[src/rtl/fht_stage_seq.sv]
// Radix-2 FHT stage sequencer: issues x0/x1/x2 read addresses and the twiddle
// index for one butterfly per cycle, and replays the y0/y1 destinations
// D = RAM_LAT + BUT_LAT cycles later through a write-back shift register.
module fht_stage_seq #(
  parameter int N_LOG2  = 10,
  parameter int RAM_LAT = 1,
  parameter int BUT_LAT = 1
) (
  input  logic                      iCLK,
  input  logic                      iRESET,
  input  logic                      iSTART,
  output logic                      oBUSY,
  output logic                      oDONE,
  output logic [$clog2(N_LOG2)-1:0] oSTAGE,
  output logic                      oRD_EN,
  output logic                      oRD_BANK,
  output logic [N_LOG2-1:0]         oRD_ADDR_0,
  output logic [N_LOG2-1:0]         oRD_ADDR_1,
  output logic [N_LOG2-1:0]         oRD_ADDR_2,
  output logic [N_LOG2-2:0]         oROM_ADDR,
  output logic                      oWR_EN,
  output logic                      oWR_BANK,
  output logic [N_LOG2-1:0]         oWR_ADDR_0,
  output logic [N_LOG2-1:0]         oWR_ADDR_1
);

  localparam int D  = RAM_LAT + BUT_LAT;
  localparam int AW = N_LOG2;
  localparam int JW = N_LOG2 - 1;
  localparam int SW = $clog2(N_LOG2);
  localparam int DW = $clog2(D + 1);

  typedef logic [AW-1:0] addr_t;
  typedef enum logic [1:0] {IDLE, RUN, DRAIN} state_t;

  // One read-side butterfly record; entry 0 is the live read, entry D the write-back.
  typedef struct packed {
    addr_t a;
    addr_t b;
    logic  sb;   // stage bit of the read (also the read bank)
  } wb_t;

  state_t          state, nxt_state;
  logic [SW-1:0]   s, nxt_s;
  logic [JW-1:0]   j, nxt_j;
  logic [DW-1:0]   dcnt, nxt_dcnt;
  logic            done_n, rd_n;

  logic [D:0]      vld_pipe;
  wb_t             wb_pipe [0:D];
  addr_t           c_q;
  logic [JW-1:0]   rom_q;

  addr_t           half, jx, k, base, a_n, b_n, c_n;
  logic [JW-1:0]   rom_n;

  // Next-state logic: RUN walks j over N/2 butterflies, DRAIN waits D cycles
  // so the last writes of a stage land before the next stage reads that bank.
  always_comb begin
    nxt_state = state;
    nxt_s     = s;
    nxt_j     = j;
    nxt_dcnt  = dcnt;
    done_n    = 1'b0;
    case (state)
      IDLE: begin
        // oDONE still high means the transform just ended; hold off one cycle.
        if (iSTART && !oDONE) begin
          nxt_state = RUN;
          nxt_s     = '0;
          nxt_j     = '0;
        end
      end
      RUN: begin
        if (j == {JW{1'b1}}) begin
          nxt_state = DRAIN;
          nxt_dcnt  = '0;
        end else begin
          nxt_j = j + 1'b1;
        end
      end
      DRAIN: begin
        if (dcnt == DW'(D - 1)) begin
          nxt_j = '0;
          if (s == SW'(N_LOG2 - 1)) begin
            nxt_state = IDLE;
            nxt_s     = '0;
            done_n    = 1'b1;
          end else begin
            nxt_state = RUN;
            nxt_s     = s + 1'b1;
          end
        end else begin
          nxt_dcnt = dcnt + 1'b1;
        end
      end
      default: nxt_state = IDLE;
    endcase
  end

  assign rd_n = (nxt_state == RUN);

  // Butterfly addresses for the next cycle's (s, j), so outputs come straight from flops.
  always_comb begin
    half  = addr_t'(1) << nxt_s;
    jx    = addr_t'(nxt_j);
    k     = jx & (half - addr_t'(1));
    base  = ((jx >> nxt_s) << nxt_s) << 1;
    a_n   = base + k;
    b_n   = base + half + k;
    // Mirror partner of k within the group; wraps onto b at k = 0.
    c_n   = base + half + ((half - k) & (half - addr_t'(1)));
    rom_n = k[JW-1:0] << (JW - nxt_s);
  end

  // Control state register and status outputs.
  always_ff @(posedge iCLK) begin
    if (iRESET) begin
      state <= IDLE;
      s     <= '0;
      j     <= '0;
      dcnt  <= '0;
      oBUSY <= 1'b0;
      oDONE <= 1'b0;
    end else begin
      state <= nxt_state;
      s     <= nxt_s;
      j     <= nxt_j;
      dcnt  <= nxt_dcnt;
      oBUSY <= (nxt_state != IDLE);
      oDONE <= done_n;
    end
  end

  // Read registers plus the write-back delay line; idle slots carry zeros.
  always_ff @(posedge iCLK) begin
    if (iRESET) begin
      vld_pipe <= '0;
      c_q      <= '0;
      rom_q    <= '0;
      for (int i = 0; i <= D; i++) wb_pipe[i] <= '0;
    end else begin
      vld_pipe   <= {vld_pipe[D-1:0], rd_n};
      c_q        <= rd_n ? c_n   : '0;
      rom_q      <= rd_n ? rom_n : '0;
      wb_pipe[0] <= rd_n ? wb_t'{a: a_n, b: b_n, sb: nxt_s[0]} : '0;
      for (int i = 1; i <= D; i++) wb_pipe[i] <= wb_pipe[i-1];
    end
  end

  assign oSTAGE     = s;
  assign oRD_EN     = vld_pipe[0];
  assign oRD_BANK   = wb_pipe[0].sb;
  assign oRD_ADDR_0 = wb_pipe[0].a;
  assign oRD_ADDR_1 = wb_pipe[0].b;
  assign oRD_ADDR_2 = c_q;
  assign oROM_ADDR  = rom_q;
  assign oWR_EN     = vld_pipe[D];
  assign oWR_BANK   = vld_pipe[D] & ~wb_pipe[D].sb;
  assign oWR_ADDR_0 = wb_pipe[D].a;
  assign oWR_ADDR_1 = wb_pipe[D].b;

endmodule

[config.mk]
export PLATFORM = sky130hd
export DESIGN_NAME = fht_stage_seq
export DESIGN_NICKNAME = d
export VERILOG_FILES = /design/src/rtl/fht_stage_seq.sv
export SDC_FILE = /design/constraint.sdc
export NUM_CORES = 1
export LEC_CHECK = 0
export ABC_CLOCK_PERIOD_IN_PS = 7810
export BUFFER_PORTS_ARGS = -buffer_cell sky130_fd_sc_hd__buf_4
export CAP_MARGIN = 20
export CELL_PAD_IN_SITES_DETAIL_PLACEMENT = 1
export CELL_PAD_IN_SITES_GLOBAL_PLACEMENT = 2
export CORE_MARGIN = 2
export CORE_UTILIZATION = 37
export CTS_BUF_LIST = sky130_fd_sc_hd__clkbuf_4
export DETAILED_ROUTE_END_ITERATION = 16
export PLACE_DENSITY_LB_ADDON = 0.1
export RECOVER_POWER = 25
export SYNTH_ARGS = -nofsm -noshare
export SYNTH_HDL_FRONTEND = slang
export SYNTH_SLANG_ARGS = --single-unit
[constraint.sdc]
create_clock -name iCLK -period 7.81 [get_ports iCLK]
set_clock_uncertainty 0.1 [all_clocks]
set_input_delay 2.343 -clock iCLK [delete_from_list [all_inputs] [get_ports iCLK]]
set_output_delay 2.343 -clock iCLK [all_outputs]
set_load 0.01 [all_outputs]
==> results.json <==
{
  "hold_depth": 1,
  "h-tree-depth": 3,
  "ys_warn_count": 0,
  "wire_per_inst_um": 18.2,
  "synth.distinct_cells": 76,
  "numPortBuffers": 71,
  "end_kind": "flop",
  "combPwrFrac": 0.072,
  "ioPinCount": 72,
  "antenna_found_initial": 1,
  "rsz0062_at_grt": "false",
  "grt_max_degree": 64,
  "postCtsSetupBuffers": 0,
  "tightestPinTransition_ns": 2.67,
  "clockBufferDepth": 2,
  "coreArea_um2": 16000,
  "synthArstFlopShare": 0,
  "detail_route.first_pass.iterations": 4,
  "detail-route-antenna-nets": 0,
  "hold_violations": 0,
  "drv_cap": 1,
  "syn_inst": 715,
  "synth_edf_count": 0,
  "power_density_nw_per_um2": 131,
  "fin_area_um2": 6800,
  "fmax_mhz": 139,
  "grt_pass1_vias": 5318,
  "critical_path.slowest_cell": "fa_1",
  "hpwlAfterDp_mm": 13.9,
  "place_congestion": 0.918,
  "critPathMaxFanout": 5,
  "fin_crit_sh": 0.924,
  "cts_root_buffer": "clkbuf_4",
  "syn_area_um2": 6090,
  "grt_pass1_wl_mm": 29.1,
  "clk_pin_slew_ns": 0.18,
  "numCtsBuffers": 9,
  "period_needed_ns": 7.22,
  "clock_sink_count": 103,
  "placed_cell_area_um2": 6650,
  "detail_route.vias_per_cell": 5.23,
  "critPathTopFamily": "compound AO/OA/AOI/OAI gates",
  "required_ns": 8.09,
  "max_stage_delay_ns": 0.46,
  "critPathKind": "input port to flop",
  "initial_core_util": 0.381,
  "cts.repair.resized": 0,
  "crit_arrival_ns": 7.50,
  "switching_power_uw": 252,
  "rows": 46,
  "status": "finished with violations",
  "drtIter0Drc": 195,
  "drc": 0,
  "grt_remaining_overflow": 0,
  "fin_tns_setup_ns": 0,
  "crit_buf_inv": 3,
  "power_leakage_uw": 0.00300,
  "reg2regPathDepth": 25,
  "syn-mean-instance-area_um2": 8.52,
  "timing.slew.headroom": -0.778,
  "syn2layout_area_growth_pct": 11.6,
  "intPower_uw": 636,
  "worst_hold_path_type": "flop to flop",
  "ys_ff_latch": 103,
  "drive_above_1_share": 0.175,
  "vdd_drop_max_uv": 75.9,
  "tritoncts": "yes",
  "pwr-share-clk": 0.323,
  "die_w_um": 132,
  "grtUsageTotal": 0.209,
  "die-area_um2": 17500,
  "switching_share": 0.284,
  "setup_viol_count_final": 0,
  "dieHeight_um": 132,
  "finalNetCount": 803,
  "maxSlewViolCount": 64,
  "cts_hold_buf": 0,
  "totalWireLength_mm": 17.8,
  "synth_top_flop_cell": "dfxtp_1",
  "cp-start-kind": "input port",
  "clk_latency_ns": 0.48,
  "path_depth": 25,
  "seqPwrFrac": 0.605,
  "vias": 5103,
  "yosysSeqAreaShare": 0.339,
  "violations": "max-capacitance violations, max-slew violations"
}
## path summary, 6_finish.rpt
path / to / slack [ns] / startpoint
max: oRD_ADDR_2[9] / 0.59 / iSTART
min: wb_pipe[0][57] / 0.35 / wb_pipe[0][36]
max reg2reg: oRD_ADDR_2[9] / 1.79 / dcnt[0]
min reg2reg: wb_pipe[0][57] / 0.35 / wb_pipe[0][36]
## through the flow
step | instances | worst slack [ns] | hold slack [ns] | utilization | total power (µW)
finish | 975 | 0.590 | 0.348 | 0.425 | 889
global route | 975 | 0.249 | 0.356 | 0.425 | 933
CTS | 974 | 0.624 | 0.340 | 0.425 | 906
detailed placement | 958 | 0.0901 | 0.326 | 0.415 | 614
global placement | 958 | 0.342 | 0.315 | 0.415 | 613
floorplan | 716 | 0.820 | 0.314 | - | 590
## layout by cell type, fill, tap and decap left out, types with 3 or more instances in the layout
| cell | Yosys | routed |
|---|---|---|
| a211o_1 | 3 | 3 |
| a211oi_1 | 6 | 6 |
| a21o_1 | 14 | 14 |
| a21oi_1 | 35 | 35 |
| a221oi_1 | 4 | 4 |
| a22o_1 | 3 | 3 |
| a22oi_1 | 4 | 4 |
| a31oi_1 | 9 | 9 |
| and2_1 | 4 | 4 |
| and3_1 | 5 | 5 |
| buf_4 | 42 | 94 |
| clkbuf_4 | 0 | 9 |
| dfxtp_1 | 103 | 103 |
| fa_1 | 5 | 5 |
| ha_1 | 42 | 42 |
| inv_1 | 31 | 31 |
| inv_2 | 3 | 3 |
| mux2_2 | 3 | 3 |
| mux2i_1 | 6 | 6 |
| nand2_1 | 35 | 35 |
| nand2b_1 | 10 | 10 |
| nand3_1 | 10 | 10 |
| nor2_1 | 88 | 88 |
| nor2b_1 | 56 | 56 |
| nor3_1 | 22 | 22 |
| o211ai_1 | 6 | 6 |
| o21a_1 | 6 | 6 |
| o21ai_0 | 23 | 23 |
| o21ai_1 | 6 | 6 |
| o21bai_1 | 7 | 6 |
| o22ai_1 | 4 | 4 |
| o31a_1 | 3 | 3 |
| o31ai_1 | 4 | 4 |
| o32ai_1 | 3 | 3 |
| or3_1 | 3 | 3 |
| xnor2_1 | 22 | 22 |
| xor2_1 | 11 | 11 |
## per-layer routing
| layer | vias up | GRT usage | share of wire |
|---|---|---|---|
| met1 | 2480 | 0.280 | 0.47 |
| met4 | 0 | 0.0609 | 0.015 |
| met3 | 21 | 0.0373 | 0.046 |
| met2 | 86 | 0.345 | 0.47 |
| met5 | - | 0 | 0 |
| li1 | 2516 | - | - |
## power by group through the flow
stage	Clock, µW	Combinational, µW	Sequential [µW]
finish	287	64.1	538
global route	323	71.5	539
CTS	302	65.7	538
detailed placement	0	65.2	549
global placement	0	64.8	549
floorplan	0	42.3	547
## synth_stat cells, drive strengths merged (3+ instances only)
master	number	share of area
clkbuf	17	0.010
nor3	22	0.018
o21bai	7	0.0086
nor2	89	0.055
o31a	3	0.0043
a211oi	8	0.012
ha	42	0.086
mux2	3	0.0055
a221oi	4	0.0058
a211o	3	0.0043
o21a	6	0.0074
a21oi	37	0.032
nand2	35	0.022
nand3	10	0.0082
a22o	3	0.0043
a31oi	9	0.0092
inv	34	0.021
dfxtp	103	0.34
and3	5	0.0051
buf	52	0.061
mux2i	6	0.0099
and2	4	0.0041
a22oi	6	0.0090
xor2	11	0.016
o22ai	5	0.0074
o32ai	3	0.0043
o31ai	4	0.0049
nor2b	56	0.058
fa	5	0.016
o211ai	6	0.0074
o21ai	29	0.024
a21o	14	0.017
or3	3	0.0031
nand2b	10	0.010
or2	4	0.0045
xnor2	22	0.032
## kinds of logic (layout without fill, tap and decap cells)
family	after synthesis	count (layout)	synth area share
AND/OR/NAND/NOR	249	249	0.204
AO/OA/AOI/OAI	169	169	0.195
flip-flops	103	103	0.339
buffers and inverters	103	145	0.0922
adder cells (fa/ha/maj)	47	47	0.103
XOR/XNOR	34	34	0.0514
multiplexers	9	9	0.0154
other	1	3	0.000616
## final cells by class
| class | count | area [µm²] |
|---|---|---|
| Sequential cell | 103 | 2060 |
| Clock buffer | 9 | 67.6 |
| Clock inverter | 7 | 81.3 |
| Timing Repair Buffer | 95 | 709 |
| Fill cell | 1958 | 9210 |
| Inverter | 34 | 128 |
| Antenna cell | 1 | 2.50 |
| Tap cell | 216 | 270 |
| Multi-Input combinational cell | 510 | 3470 |
## state kept, by name, summed over array words and instances, names as in the netlist
name        count
state           2
oRD_ADDR_2      9
oDONE           1
oROM_ADDR       9
wb_pipe        63
vld_pipe        3
j               9
oBUSY           1
oSTAGE          4
dcnt            2
## worst register-to-register path, stage by stage, from the launching register on
cell	delay [ns]
dfxtp_1	0.41
ha_1	0.44
and3b_1	0.27
nor2_1	0.13
a2bb2oi_1	0.19
nor3_1	0.30
inv_1	0.17
ha_1	0.34
nor2_1	0.22
inv_1	0.19
fa_1	0.46
a31o_2	0.23
a21oi_1	0.18
nor2_1	0.07
xor2_1	0.18
mux2i_1	0.24
ha_1	0.30
nand2_1	0.09
o211ai_1	0.15
a21o_1	0.22
a21oi_1	0.22
o21ai_0	0.17
xor3_1	0.29
nor3_1	0.07
a31oi_1	0.18
o211ai_1	0.11
Power figures use the tool's default switching activity.
